<file path="src/rtl/neuron_mac_accumulator_if.sv">
// Stream bus between the neuron MAC stage and its neighbours: (input, weight) beats
// in, rounded Q5.11 sum plus activation select out.
interface neuron_mac_accumulator_if #(
    parameter int DATAWIDTH = 16
);
    logic                 in_valid;
    logic                 in_ready;
    logic [DATAWIDTH-1:0] in_data;
    logic [DATAWIDTH-1:0] weight;
    logic                 in_last;
    logic                 func_sel;
    logic [DATAWIDTH-1:0] bias;
    logic [DATAWIDTH-1:0] sum;
    logic                 activation_func;
    logic                 sum_valid;
    logic                 sum_ready;
    logic                 sat_flag;
    logic                 len_err;

    modport slave (
        input  in_valid, in_data, weight, in_last, func_sel, bias, sum_ready,
        output in_ready, sum, activation_func, sum_valid, sat_flag, len_err
    );

    modport master (
        output in_valid, in_data, weight, in_last, func_sel, bias, sum_ready,
        input  in_ready, sum, activation_func, sum_valid, sat_flag, len_err
    );
endinterface

</file>
<file path="src/rtl/neuron_mac_accumulator.sv">
// Per-neuron MAC: product pipeline, 40-bit accumulate, round-half-up and saturate to Q5.11.
// Optional bias add into the accumulator is enabled by defining NEURON_BIAS_EN.
module neuron_mac_accumulator #(
    parameter int DATAWIDTH  = 16,
    parameter int FRAC_IN    = 11,
    parameter int FRAC_W     = 14,
    parameter int ACCWIDTH   = 40,
    parameter int MAX_INPUTS = 256
) (
    input  logic                     clock,
    input  logic                     reset_n,
    neuron_mac_accumulator_if.slave  bus
);
    localparam int CNTW  = $clog2(MAX_INPUTS) + 1;
    localparam int PRODW = 2 * DATAWIDTH;
    localparam logic signed [ACCWIDTH-1:0] HALF    = ACCWIDTH'(2 ** (FRAC_W - 1));
    localparam logic signed [ACCWIDTH-1:0] SUM_MAX = ACCWIDTH'((2 ** (DATAWIDTH - 1)) - 1);
    localparam logic signed [ACCWIDTH-1:0] SUM_MIN = -SUM_MAX - ACCWIDTH'(1);

    typedef enum logic [2:0] {IDLE, ACCUM, DRAIN, FINAL, HOLD} state_t;

    state_t                       state_q;
    logic                         in_ready_q;
    logic [CNTW-1:0]              cnt_q;
    logic signed [PRODW-1:0]      prod_q, prod_d;
    logic                         p1_valid_q, p1_last_q, p2_last_q;
    logic signed [ACCWIDTH-1:0]   acc_q, acc_d, rnd_d;
    logic [DATAWIDTH-1:0]         sum_q, sum_d;
    logic                         clip_d;
    logic                         func_q, sum_valid_q, sat_q, len_err_q;
    logic                         beat, at_max, last_eff;

    assign beat     = bus.in_valid && in_ready_q;
    assign at_max   = (cnt_q == CNTW'(MAX_INPUTS - 1));
    assign last_eff = bus.in_last || at_max;
    assign prod_d   = PRODW'($signed(bus.in_data)) * PRODW'($signed(bus.weight));

`ifdef NEURON_BIAS_EN
    logic [DATAWIDTH-1:0]       bias_q;
    logic signed [ACCWIDTH-1:0] bias_ext;
    // Accumulator carries FRAC_IN+FRAC_W fraction bits, so Q5.11 bias aligns by FRAC_W.
    assign bias_ext = $signed({{(ACCWIDTH-DATAWIDTH){bias_q[DATAWIDTH-1]}}, bias_q}) <<< FRAC_W;
`else
    logic unused_bias;
    assign unused_bias = ^bus.bias;
`endif

    always_comb begin
        acc_d = acc_q;
        if (p1_valid_q) begin
            acc_d = acc_q + $signed({{(ACCWIDTH-PRODW){prod_q[PRODW-1]}}, prod_q});
`ifdef NEURON_BIAS_EN
            if (p1_last_q) acc_d = acc_d + bias_ext;
`endif
        end
    end

    always_comb begin
        rnd_d  = (acc_q + HALF) >>> FRAC_W;
        clip_d = 1'b0;
        sum_d  = rnd_d[DATAWIDTH-1:0];
        if (rnd_d > SUM_MAX) begin
            sum_d  = SUM_MAX[DATAWIDTH-1:0];
            clip_d = 1'b1;
        end else if (rnd_d < SUM_MIN) begin
            sum_d  = SUM_MIN[DATAWIDTH-1:0];
            clip_d = 1'b1;
        end
    end

    // in_ready is registered: it stays low through reset and for one cycle after HOLD.
    always_ff @(posedge clock or negedge reset_n) begin
        if (!reset_n) begin
            state_q     <= IDLE;
            in_ready_q  <= 1'b0;
            cnt_q       <= '0;
            prod_q      <= '0;
            p1_valid_q  <= 1'b0;
            p1_last_q   <= 1'b0;
            p2_last_q   <= 1'b0;
            acc_q       <= '0;
            sum_q       <= '0;
            func_q      <= 1'b0;
            sum_valid_q <= 1'b0;
            sat_q       <= 1'b0;
            len_err_q   <= 1'b0;
`ifdef NEURON_BIAS_EN
            bias_q      <= '0;
`endif
        end else begin
            p1_valid_q <= beat;
            p1_last_q  <= beat && last_eff;
            p2_last_q  <= p1_valid_q && p1_last_q;
            if (beat) prod_q <= prod_d;
            acc_q <= acc_d;
`ifdef NEURON_BIAS_EN
            if (beat && last_eff) bias_q <= bus.bias;
`endif
            case (state_q)
                IDLE: begin
                    in_ready_q <= !(beat && last_eff);
                    if (beat) begin
                        acc_q   <= '0;
                        func_q  <= bus.func_sel;
                        cnt_q   <= CNTW'(1);
                        state_q <= bus.in_last ? DRAIN : ACCUM;
                    end
                end
                ACCUM: begin
                    in_ready_q <= !(beat && last_eff);
                    if (beat) begin
                        cnt_q <= cnt_q + CNTW'(1);
                        if (last_eff) begin
                            state_q <= DRAIN;
                            if (!bus.in_last) len_err_q <= 1'b1;
                        end
                    end
                end
                DRAIN: begin
                    in_ready_q <= 1'b0;
                    if (p2_last_q) state_q <= FINAL;
                end
                FINAL: begin
                    in_ready_q  <= 1'b0;
                    sum_q       <= sum_d;
                    sat_q       <= clip_d;
                    sum_valid_q <= 1'b1;
                    state_q     <= HOLD;
                end
                HOLD: begin
                    in_ready_q <= 1'b0;
                    if (bus.sum_ready) begin
                        sum_valid_q <= 1'b0;
                        cnt_q       <= '0;
                        state_q     <= IDLE;
                    end
                end
                default: begin
                    in_ready_q <= 1'b0;
                    state_q    <= IDLE;
                end
            endcase
        end
    end

    assign bus.in_ready        = in_ready_q;
    assign bus.sum             = sum_q;
    assign bus.activation_func = func_q;
    assign bus.sum_valid       = sum_valid_q;
    assign bus.sat_flag        = sat_q;
    assign bus.len_err         = len_err_q;
endmodule

</file>
<file path="src/flat_wrapper.sv">
// flat-port wrapper written by rule: the top's interface ports become plain ports
module neuron_mac_accumulator_flat 
#(
    parameter int DATAWIDTH  = 16,
    parameter int FRAC_IN    = 11,
    parameter int FRAC_W     = 14,
    parameter int ACCWIDTH   = 40,
    parameter int MAX_INPUTS = 256
)
  (clock, reset_n, bus_in_valid, bus_in_data, bus_weight, bus_in_last, bus_func_sel, bus_bias, bus_sum_ready, bus_in_ready, bus_sum, bus_activation_func, bus_sum_valid, bus_sat_flag, bus_len_err);
  neuron_mac_accumulator_if #(.DATAWIDTH(DATAWIDTH)) bus_i ();
  input  logic clock;
  input  logic reset_n;
  input wire logic [$bits(bus_i.in_valid)-1:0] bus_in_valid;
  input wire logic [$bits(bus_i.in_data)-1:0] bus_in_data;
  input wire logic [$bits(bus_i.weight)-1:0] bus_weight;
  input wire logic [$bits(bus_i.in_last)-1:0] bus_in_last;
  input wire logic [$bits(bus_i.func_sel)-1:0] bus_func_sel;
  input wire logic [$bits(bus_i.bias)-1:0] bus_bias;
  input wire logic [$bits(bus_i.sum_ready)-1:0] bus_sum_ready;
  output wire logic [$bits(bus_i.in_ready)-1:0] bus_in_ready;
  output wire logic [$bits(bus_i.sum)-1:0] bus_sum;
  output wire logic [$bits(bus_i.activation_func)-1:0] bus_activation_func;
  output wire logic [$bits(bus_i.sum_valid)-1:0] bus_sum_valid;
  output wire logic [$bits(bus_i.sat_flag)-1:0] bus_sat_flag;
  output wire logic [$bits(bus_i.len_err)-1:0] bus_len_err;
  assign bus_i.in_valid = bus_in_valid;
  assign bus_i.in_data = bus_in_data;
  assign bus_i.weight = bus_weight;
  assign bus_i.in_last = bus_in_last;
  assign bus_i.func_sel = bus_func_sel;
  assign bus_i.bias = bus_bias;
  assign bus_i.sum_ready = bus_sum_ready;
  assign bus_in_ready = bus_i.in_ready;
  assign bus_sum = bus_i.sum;
  assign bus_activation_func = bus_i.activation_func;
  assign bus_sum_valid = bus_i.sum_valid;
  assign bus_sat_flag = bus_i.sat_flag;
  assign bus_len_err = bus_i.len_err;
  neuron_mac_accumulator #(.DATAWIDTH(DATAWIDTH), .FRAC_IN(FRAC_IN), .FRAC_W(FRAC_W), .ACCWIDTH(ACCWIDTH), .MAX_INPUTS(MAX_INPUTS)) u_core (.clock(clock), .reset_n(reset_n), .bus(bus_i));
endmodule
</file>
<file path="config.mk">
export PLATFORM = sky130hd
export DESIGN_NAME = neuron_mac_accumulator_flat
export DESIGN_NICKNAME = d
export VERILOG_FILES = /design/src/rtl/neuron_mac_accumulator_if.sv /design/src/rtl/neuron_mac_accumulator.sv /design/src/flat_wrapper.sv
export SDC_FILE = /design/constraint.sdc
export NUM_CORES = 1
export LEC_CHECK = 0
export BUFFER_PORTS_ARGS = -buffer_cell sky130_fd_sc_hd__buf_2
export CORE_AREA = 2 2 172 174
export DETAILED_ROUTE_END_ITERATION = 16
export DIE_AREA = 0 0 174 176
export GPL_TIMING_DRIVEN = 1
export PLACE_DENSITY_LB_ADDON = 0.05
export SYNTH_ARGS = -nofsm -noshare
export SYNTH_HDL_FRONTEND = slang
export SYNTH_SLANG_ARGS = --single-unit
</file>
<file path="constraint.sdc">
create_clock -name clock -period 7.3 [get_ports clock]
set_input_delay 0 -clock clock [delete_from_list [all_inputs] [get_ports clock]]
set_output_delay 0 -clock clock [all_outputs]
set_load 0.03 [all_outputs]
</file>
* After elaboration in Yosys (flattened, before gate mapping)
Cells that the tools add are included.
** Cells by class
- Add/subtract/negate cells :: 3
- Multipliers :: 1
- Div/mod/pow operators :: 0
- $lt $le $gt $ge :: 2
- Equality and inequality tests :: 10
- Shift operators :: 0
- Mux-type cells :: 21
- Bitwise operators :: 1
- Reductions and logical operators :: 14
** Operator list (number)
- 2-to-1 mux 40 bit :: 3
- adder 40 x 15 -> 40 bit (second input constant) :: 1
- adder 40 x 32 -> 40 bit :: 1
- multiplier 16 x 16 -> 32 bit :: 1
- 2-to-1 mux 16 bit :: 2
- 2-to-1 mux 9 bit :: 3
- one-hot mux 9 bit (3 select lines) :: 1
- greater-than comparator 26 x 16 -> 1 bit (second input constant) :: 1
- less-than comparator 26 x 16 -> 1 bit (second input constant) :: 1
- 2-to-1 mux 3 bit :: 5
- one-hot mux 3 bit (5 select lines) :: 1
- adder 9 x 1 -> 9 bit (second input constant) :: 1
- equality test 9 x 8 -> 1 bit (second input constant) :: 1
- != test 2 x 1 -> 1 bit (second input constant) :: 4
- AND reduction 4 bit :: 2
- equality test 3 x 2 -> 1 bit (second input constant) :: 2
- AND reduction 5 bit :: 1
- 2-to-1 mux 1 bit :: 4
- AND reduction 2 bit :: 2
- equality test 3 x 1 -> 1 bit (second input constant) :: 1
- equality test 3 bit (second input constant) :: 1
- logical AND 1 bit :: 3
- logical NOT 3 bit :: 1
- nonzero test 3 bit :: 1
- 8 further kinds :: 8
** Word-level totals
- Register bits :: 108
- Bits in latches :: 0
- Memory bits (writable) :: 0
- ROM bits :: 0
- Input port bits :: 54
- Word-level logic and storage cells :: 65
- Memories :: 0

* Logic depth before layout (Yosys ltp)
Gate-level depths: netlist (run 1).
- Depth in word-level cells :: 5
- Mapped depth :: 26
- Gate-level depth less buffers :: 24

* Least setup slack after synthesis (run 1)
Ideal clock, no wire load.
- Path kind :: in2reg
- From :: in bus_in_data[1]
- To :: reg u_core.prod_q[28]
- Library setup time :: 0.133 ns
- Arrival time :: 5.518 ns
- Slack :: 1.648 ns
- Stages on the path :: 21
- Path buffers :: 1
- Path through :: clkbuf_1 > nand2_1 > fa_1 > fa_1 > inv_1 > fa_1 > fa_1 > fa_1 > inv_1 > fa_1 > inv_1 > ha_1 > a21o_1 > a21o_1 > a21oi_1 > o2111ai_1 > o21ai_0 > nor2_1 > o41ai_1 > xor2_1 > o21ai_0
** Between the ends
- Word-level cells in the longest chain between the ends :: 1
** RTL lines
- start: declaration :: RTL line flat_wrapper.sv:15 : input wire logic [$bits(bus_i.in_data)-1:0] bus_in_data;
- multiplier 16 x 16 -> 32 bit :: RTL line neuron_mac_accumulator.sv:36 : assign prod_d = PRODW'($signed(bus.in_data)) * PRODW'($signed(bus.weight));
- end signal: assignment :: RTL line neuron_mac_accumulator.sv:94 : if (beat) prod_q <= prod_d;
- end: declaration :: RTL line neuron_mac_accumulator.sv:25 : logic signed [PRODW-1:0] prod_q, prod_d;
Every way passes these cells.
A chain may end at the register's enable or synchronous reset.

* Worst setup path in the final report (run 1)
- From :: in bus_in_data[5]
- To :: reg u_core.prod_q[31]
The elaborated chain is that of the path after synthesis.

==> run summary, run 1 <==
==========================================================================================
Run status                                                                    finished, final reports clean
Share of the clock period used by the worst path after layout                        78.7%
Post-synthesis net count                                                              2373
Syn Area/Cell                                                                     8.79 µm²
Antenna violations before repair                                                         0
Most common library cell in the layout ignoring fill and taps                 sky130_fd_sc_hd__inv_1
Total Routed Length                                                                35.8 mm
Avg WL per Cell                                                                    15.4 µm
Prevailing post-synth register cell                                           sky130_fd_sc_hd__dfrtp_1
Area enclosed by the die boundary                                                30600 µm²
Nets                                                                                  2380
Share of the yosys chip area belonging to registers                                  15.9%
HPWL after detailed placement                                                      29.3 mm
Clock edge transition at the registers on the reported setup and hold paths        0.07 ns
Overall routing resource usage                                                       24.6%
Endpoint type of the worst setup path                                             register
Die boundary height                                                                 176 µm
Post-route cell area                                                             17900 µm²
Ratio of cells with drive above 1 in the final layout                                5.25%
Final setup fails                                                                        0
EDFF count, synth                                                                        0
Post-Syn Area                                                                    17000 µm²
Count of buffers from port buffering                                                    58
First-pass GRT wire length                                                         61.9 mm
Die extent in x                                                                     174 µm
Post CTS Setup Buffer Count                                                              0
Total congestion overflow after global routing                                           0
Remaining DRCs                                                                           0
Final Instance Count excl. Fillers                                                    2328
Delay of the slowest cell on the worst path                                        0.55 ns
I/O pin total                                                                           75
First-iteration detailed-routing DRC count                                             569
Final setup TNS                                                                       0 ns
Cell types occupying the most area after synthesis                            sky130_fd_sc_hd__fa_1 (31%), sky130_fd_sc_hd__dfrtp_1 (16%), sky130_fd_sc_hd__ha_1 (9.1%), sky130_fd_sc_hd__inv_1 (7.9%), sky130_fd_sc_hd__nand2_1 (5.3%)
Row count                                                                               62
Tmin final                                                                         5.75 ns
Count of H-tree levels built during CTS                                                  3
Class of the most critical setup path                                         input port to register
Worst max-slew margin expressed relative to the limit                                37.0%
Slowest CP cell                                                               sky130_fd_sc_hd__fa_1
Worst Clk Skew                                                                  0.00655 ns
Seq cells post-synth                                                                   108
Count of placed standard cells including taps                                         2308
Cell area after placement                                                        17500 µm²
Finished Core Util                                                                   62.5%
Worst Path Max Fanout                                                                   16
Starting utilization of the core area                                                59.5%
Core region area                                                                 28500 µm²
Count of clock tree sinks                                                              108
Final Hold Violating Endpoints                                                           0
Number of global-route vias before repair                                            12.6k
# Max-Cap Violations                                                                     0
CP Data Required Time                                                              7.51 ns
Top library cells by usage in the layout, fill and taps aside                 sky130_fd_sc_hd__inv_1 (356), sky130_fd_sc_hd__fa_1 (263), sky130_fd_sc_hd__nand2_1 (240), sky130_fd_sc_hd__and2_1 (129), sky130_fd_sc_hd__ha_1 (124)
Startpoint kind of the worst setup timing path                                  input port
Bufs on Longest Clock Path                                                               2
Maximum clock frequency                                                            174 MHz
Maximum number of pins on one net before global-route repair                            63
Cell Chain, Critical Path                                                     buf_2 -> nand2_1 -> fa_1 -> inv_1 -> fa_1 -> inv_1 -> fa_1 -> inv_1 -> fa_1 -> fa_1 -> inv_1 -> fa_1 -> inv_1 -> ha_1 -> and4_1 -> a221oi_1 -> a21oi_1 -> o211ai_1 -> nand3_1 -> a31oi_1 -> xnor2_1 -> o21ai_0
Post-synthesis async set-or-reset flop share                                          100%
Placer Congestion                                                                    0.856
Clock Tree Root                                                               sky130_fd_sc_hd__clkbuf_16
Number of detailed-route iterations in the first pass                                    5
Num CTS Buffers                                                                          9
Worst Tran Pin Value                                                              0.938 ns
Most frequent cell on the critical path                                       sky130_fd_sc_hd__fa_1
Via density per instance                                                              5.35
Final count of pins violating max slew                                                   0
Critical path arrival                                                              5.96 ns
Growth of design area from synthesis to finish                                       5.17%
Post-CTS Resized                                                                         0
Distinct cell type count after synthesis                                                71
CTS tree                                                                             built
Count of nets left with antenna violations after detail routing                          0
Synth Warn #                                                                             0
Yosys top cell by area                                                        sky130_fd_sc_hd__fa_1
Antenna cell count                                                                       0
Path category of the worst min-delay check                                    input port to register
Unrepaired setup endpoints after global routing                                         no
Skew-Pair Late Insertion Delay                                                     0.35 ns
Via count                                                                            12.5k
Mapped Cells                                                                          1932
Area share of the largest cell type after synthesis                                  31.0%
Post-CTS Hold Buffers                                                                    4
==========================================================================================
## cell type report
type	count	area, µm²
Multi-Input combinational cell	1396	12700
Fill cell	2555	10700
Sequential cell	108	2700
Inverter	357	1340
Tap cell	384	480
Timing Repair Buffer	67	370
Clock buffer	9	225
Clock inverter	7	81.3
## cells in the mapped netlist (all sizes together) (9+ instances only)
cell,number
xnor2,52
a21o,31
ha,124
nor2,110
nand3,31
nand4,9
a211oi,13
nand2b,20
xor2,38
a31oi,18
nand2,241
o21a,9
o21bai,11
and3,15
fa,263
clkbuf,64
inv,356
mux2i,30
a21oi,74
o21ai,77
dfrtp,108
nor3,14
and2,131
## worst max-delay path: cells and delay by family
kind	cells	cell delay, ns
and+or+nand+nor	3	0.54
xor gates and xnor gates	1	0.14
AOI/OAI and AO/OA	5	1.24
adders and majority gates	7	3.48
buffers and inverters	6	0.54
## state kept, by name (all words and copies together) (netlist names)
signal / flops
u_core.p1_valid_q: 1
u_core.bus.in_ready: 1
u_core.bus.sum: 16
u_core.p2_last_q: 1
u_core.bus.len_err: 1
u_core.acc_q: 40
u_core.cnt_q: 9
u_core.bus.sum_valid: 1
u_core.prod_q: 32
u_core.state_q: 3
u_core.bus.activation_func: 1
u_core.bus.sat_flag: 1
u_core.p1_last_q: 1
## logic make-up after synthesis
logic type | share of synthesized area (%)
and+or+nand+nor | 17.2
buffers and inverters | 9.60
adders and majority gates | 40.2
AOI/OAI and AO/OA | 10.6
DFF | 15.9
xor gates and xnor gates | 4.64
muxes | 1.84
## per-layer routing
metal / up-vias / GRT usage (%) / wire [µm]
met4: 0 / 4.20 / 413
met5: - / 0 / 0
met1: 6113 / 35.6 / 17300
met2: 231 / 41.8 / 16800
li1: 6099 / - / -
met3: 22 / 1.81 / 1320
## through the flow
step,hold WS [ns],setup WS [ns]
2_1_floorplan,-0.296,1.65
3_3_place_gp,0.0935,1.19
3_5_place_dp,0.0957,1.16
4_1_cts,0.0524,1.52
5_1_grt,0.0803,1.14
6_report,0.0755,1.55
## path summary, 6_finish.rpt
check	start	end	slack [ns]	depth (start not counted)
setup / recovery	bus_in_data[5]	u_core.prod_q[31]$_DFFE_PN0P_	1.55	22
hold / removal	bus_weight[0]	u_core.prod_q[0]$_DFFE_PN0P_	0.08	3
setup reg to reg	u_core.acc_q[0]$_DFF_PN0_	u_core.acc_q[38]$_DFF_PN0_	3.98	11
hold reg to reg	u_core.p1_last_q$_DFF_PN0_	u_core.p2_last_q$_DFF_PN0_	0.46	1
max in group asynchronous	reset_n	u_core.p1_valid_q$_DFF_PN0_	5.90	3
min in group asynchronous	reset_n	u_core.acc_q[36]$_DFF_PN0_	0.23	2
Power of run 1 is left out: the tool's default activity adds up to more than one toggle a clock period on the data nets, which glitch-free logic cannot reach.
==> run 2: changes to the inputs <==
--- a/config.mk
+++ b/config.mk
@@ -5,10 +5,11 @@
 export SDC_FILE = /design/constraint.sdc
 export NUM_CORES = 1
 export LEC_CHECK = 0
+export ABC_AREA = 1
 export BUFFER_PORTS_ARGS = -buffer_cell sky130_fd_sc_hd__buf_2
-export CORE_AREA = 2 2 172 174
+export CORE_AREA = 2 2 179 181
 export DETAILED_ROUTE_END_ITERATION = 16
-export DIE_AREA = 0 0 174 176
+export DIE_AREA = 0 0 181 183
 export GPL_TIMING_DRIVEN = 1
 export PLACE_DENSITY_LB_ADDON = 0.05
 export SYNTH_ARGS = -nofsm -noshare
==> constraint.sdc (replaced) <==
create_clock -name clock -period 5.8 [get_ports clock]
set_input_delay 0 -clock clock [delete_from_list [all_inputs] [get_ports clock]]
set_output_delay 0 -clock clock [all_outputs]
set_load 0.03 [all_outputs]
==> run summary, run 2 <==
==========================================================================================
Endpoint type of the worst setup path                                             register
First-iteration detailed-routing DRC count                                            1086   +91%
Share of the clock period used by the worst path after layout                        93.7%
HPWL after detailed placement                                                      40.5 mm   +38%
Tmin final                                                                         5.43 ns
Maximum clock frequency                                                            184 MHz
CP Data Required Time                                                              6.06 ns   -1.45 ns
Cell with the most instances after synthesis                                  sky130_fd_sc_hd__nand2_1
Final Instance Count excl. Fillers                                                    3034   +30%
Top library cells by usage in the layout, fill and taps aside                 sky130_fd_sc_hd__nand2_1 (677), sky130_fd_sc_hd__inv_1 (668), sky130_fd_sc_hd__fa_1 (263), sky130_fd_sc_hd__nor2_1 (153), sky130_fd_sc_hd__ha_1 (124)
Overall routing resource usage                                                       30.2%   +5.6 points
Post-Syn Area                                                                    18500 µm²   +9.2%
Skew-Pair Late Insertion Delay                                                     0.37 ns   +0.02 ns
Worst max-slew margin expressed relative to the limit                                30.1%   -6.9 points
# Max-Cap Violations                                                                     0   unchanged
Yosys top cell by area                                                        sky130_fd_sc_hd__fa_1
Leading cell types by count after synthesis                                   sky130_fd_sc_hd__nand2_1 (677), sky130_fd_sc_hd__inv_1 (669), sky130_fd_sc_hd__fa_1 (263)
Final setup fails                                                                        0   unchanged
Clock edge transition at the registers on the reported setup and hold paths        0.07 ns   about the same
Post-synthesis net count                                                              3029   +28%
Antenna violations before repair                                                         0   unchanged
Most common library cell in the layout ignoring fill and taps                 sky130_fd_sc_hd__nand2_1
EDFF count, synth                                                                        0   unchanged
Prevailing post-synth register cell                                           sky130_fd_sc_hd__dfrtp_1
Path category of the worst min-delay check                                    input port to async pin
Count of buffers from port buffering                                                    58   unchanged
Via count                                                                            15.8k   +27%
Share of the yosys chip area belonging to registers                                  14.6%   -1.3 points
Distinct cell type count after synthesis                                                43   -39%
Area enclosed by the die boundary                                                33100 µm²   +8.2%
Startpoint kind of the worst setup timing path                                  input port
Nets                                                                                  3069   +29%
Flip-flop count of the largest register after layout                                    40   unchanged
Count of placed standard cells including taps                                         3009   +30%
Cell Chain, Critical Path                                                     buf_2 -> clkinvlp_4 -> or2_2 -> fa_1 -> fa_1 -> inv_1 -> fa_1 -> fa_1 -> fa_1 -> inv_1 -> fa_1 -> inv_1 -> ha_1 -> a21oi_1 -> o21ai_0 -> a21oi_1 -> nand3_1 -> a21o_1 -> or2_2 -> nand3_1 -> nand2_1
Syn Area/Cell                                                                     7.16 µm²   -18%
Seq cells post-synth                                                                   108   unchanged
Num CTS Buffers                                                                          9   unchanged
Bufs on Longest Clock Path                                                               2   unchanged
Count of nets left with antenna violations after detail routing                          0   unchanged
Starting utilization of the core area                                                59.4%   -0.096 points
Count of H-tree levels built during CTS                                                  3   unchanged
Post-synthesis async set-or-reset flop share                                          100%   unchanged
Unrepaired setup endpoints after global routing                                         no
Growth of design area from synthesis to finish                                       6.52%
Reg-to-reg critical path startpoint                                           u_core.acc_q[0]$_DFF_PN0_
Total congestion overflow after global routing                                           0   unchanged
Ratio of cells with drive above 1 in the final layout                                6.61%   +1.4 points
Critical path arrival                                                              5.69 ns   -0.27 ns
Cell area after placement                                                        19400 µm²   +11%
Worst Clk Skew                                                                   0.0152 ns   +0.00869 ns
Total Routed Length                                                                47.5 mm   +33%
Placer Congestion                                                                    0.977   +14%
Count of clock tree sinks                                                              108   unchanged
Final count of pins violating max slew                                                   0   unchanged
Row count                                                                               65   +4.8%
Worst Tran Pin Value                                                               1.05 ns   +0.109 ns
Antenna cell count                                                                       0   unchanged
CTS tree                                                                             built
Filler cell count in the final layout                                                 2994   +17%
Largest register by flop count                                                u_core.acc_q
Slowest CP cell                                                               sky130_fd_sc_hd__fa_1
Core region area                                                                 31200 µm²   +9.4%
I/O pin total                                                                           75   unchanged
Die extent in x                                                                     181 µm   +4.0%
Category of cells accounting for the largest share of critical-path delay      adder cells
Via density per instance                                                              5.22   -2.6%
Clock Tree Root                                                               sky130_fd_sc_hd__clkbuf_16
Die boundary height                                                                 183 µm   +4.0%
Run status                                                                    finished, final reports clean
Crit path from                                                                bus_weight[15]
Crit path buf inv count                                                                  5   -1
Number of global-route vias before repair                                            16.2k   +28%
Cell types occupying the most area after synthesis                            sky130_fd_sc_hd__fa_1 (28%), sky130_fd_sc_hd__dfrtp_1 (15%), sky130_fd_sc_hd__nand2_1 (14%), sky130_fd_sc_hd__inv_1 (14%), sky130_fd_sc_hd__ha_1 (8.4%)
Post-route cell area                                                             19800 µm²   +11%
Mapped Cells                                                                          2588   +34%
Class of the most critical setup path                                         input port to register
Remaining DRCs                                                                           0   unchanged
First-pass GRT wire length                                                         80.1 mm   +29%
Synth Warn #                                                                             0   unchanged
Worst Path Max Fanout                                                                    7   -9
Delay of the slowest cell on the worst path                                        0.55 ns   about the same
Most frequent cell on the critical path                                       sky130_fd_sc_hd__fa_1
Final Hold Violating Endpoints                                                           0   unchanged
Avg WL per Cell                                                                    15.7 µm   +1.9%
Number of detailed-route iterations in the first pass                                    7   +2
Area share of the largest cell type after synthesis                                  28.4%   -2.6 points
Maximum number of pins on one net before global-route repair                            59   -6.3%
==========================================================================================
run 2: worst paths after layout:
check | cells after the start | slack, ns | to
hold reg to reg | 2 | 0.45 | u_core.p2_last_q$_DFF_PN0_
min in group clock | 5 | 0.19 | u_core.prod_q[28]$_DFFE_PN0P_
hold / removal | 2 | 0.19 | u_core.acc_q[3]$_DFF_PN0_
setup reg to reg | 14 | 2.61 | u_core.acc_q[28]$_DFF_PN0_
setup / recovery | 21 | 0.37 | u_core.prod_q[24]$_DFFE_PN0P_
max in group asynchronous | 3 | 4.40 | u_core.acc_q[39]$_DFF_PN0_
run 2: timing repair:
| action | CTS | global route |
|---|---|---|
| setup endpoints to repair | 0 | 1 |
| endpoints found under the hold margin | 54 | 0 |
| resized for setup | 0 | 1 |
| hold buffers | 4 | 0 |
| buffers inserted | 0 | 5 |
run 2: worst reg2reg max path: stages (launching register included):
cell	delay, ns
sky130_fd_sc_hd__dfrtp_1	0.38
sky130_fd_sc_hd__ha_1	0.27
sky130_fd_sc_hd__fa_1	0.48
sky130_fd_sc_hd__nand3_1	0.12
sky130_fd_sc_hd__nand2_1	0.14
sky130_fd_sc_hd__nand2_1	0.10
sky130_fd_sc_hd__nand2_1	0.11
sky130_fd_sc_hd__a21boi_0	0.48
sky130_fd_sc_hd__o21ai_0	0.39
sky130_fd_sc_hd__a21oi_1	0.32
sky130_fd_sc_hd__nor2_1	0.06
sky130_fd_sc_hd__nor2_1	0.08
sky130_fd_sc_hd__nand2_1	0.06
sky130_fd_sc_hd__nand2_1	0.06
sky130_fd_sc_hd__inv_1	0.04
run 2: per-stage QoR:
step                      hold slack [ns]  worst slack, ns    TNS, ns  util [%]
final                               0.189            0.367          0      63.2
after floorplan                    -0.296            0.161          0         -
after global routing                0.209           0.0212          0      63.2
after CTS                           0.162            0.380          0      63.1
after global placement             0.0574           0.0615          0      62.0
after detailed placement           0.0503        -0.000450  -0.000450      62.0
run 2: cells by family after synthesis:
group	after synthesis	synth area share [%]
simple gates	1026	22.9
buf+inv	751	15.3
fa+ha+maj	387	36.8
compound gates	272	8.34
flops	108	14.6
xor+xnor	44	2.12
run 2: final cells by class:
| cell class | instances | area [µm²] | share of cell area, % |
|---|---|---|---|
| multi-input combinational | 1729 | 13000 | 65.8 |
| timing repair inverter | 1 | 5.00 | 0.0253 |
| timing repair buffer | 109 | 711 | 3.60 |
| tap | 402 | 503 | 2.55 |
| sequential | 108 | 2700 | 13.7 |
| clock inverter | 5 | 70.1 | 0.355 |
| clock buffer | 10 | 239 | 1.21 |
| inverter | 670 | 2520 | 12.8 |
run 2: routing by layer:
layer  global-route usage [%]  part of all wire [%]  up-vias
met3                     2.10                   3.9       86
met4                     10.8                   3.5        0
met5                        0                     0        -
met1                     39.5                    44     7571
li1                         -                     -     7765
met2                     53.4                    49      404
Power of run 2 is left out for the same reason.
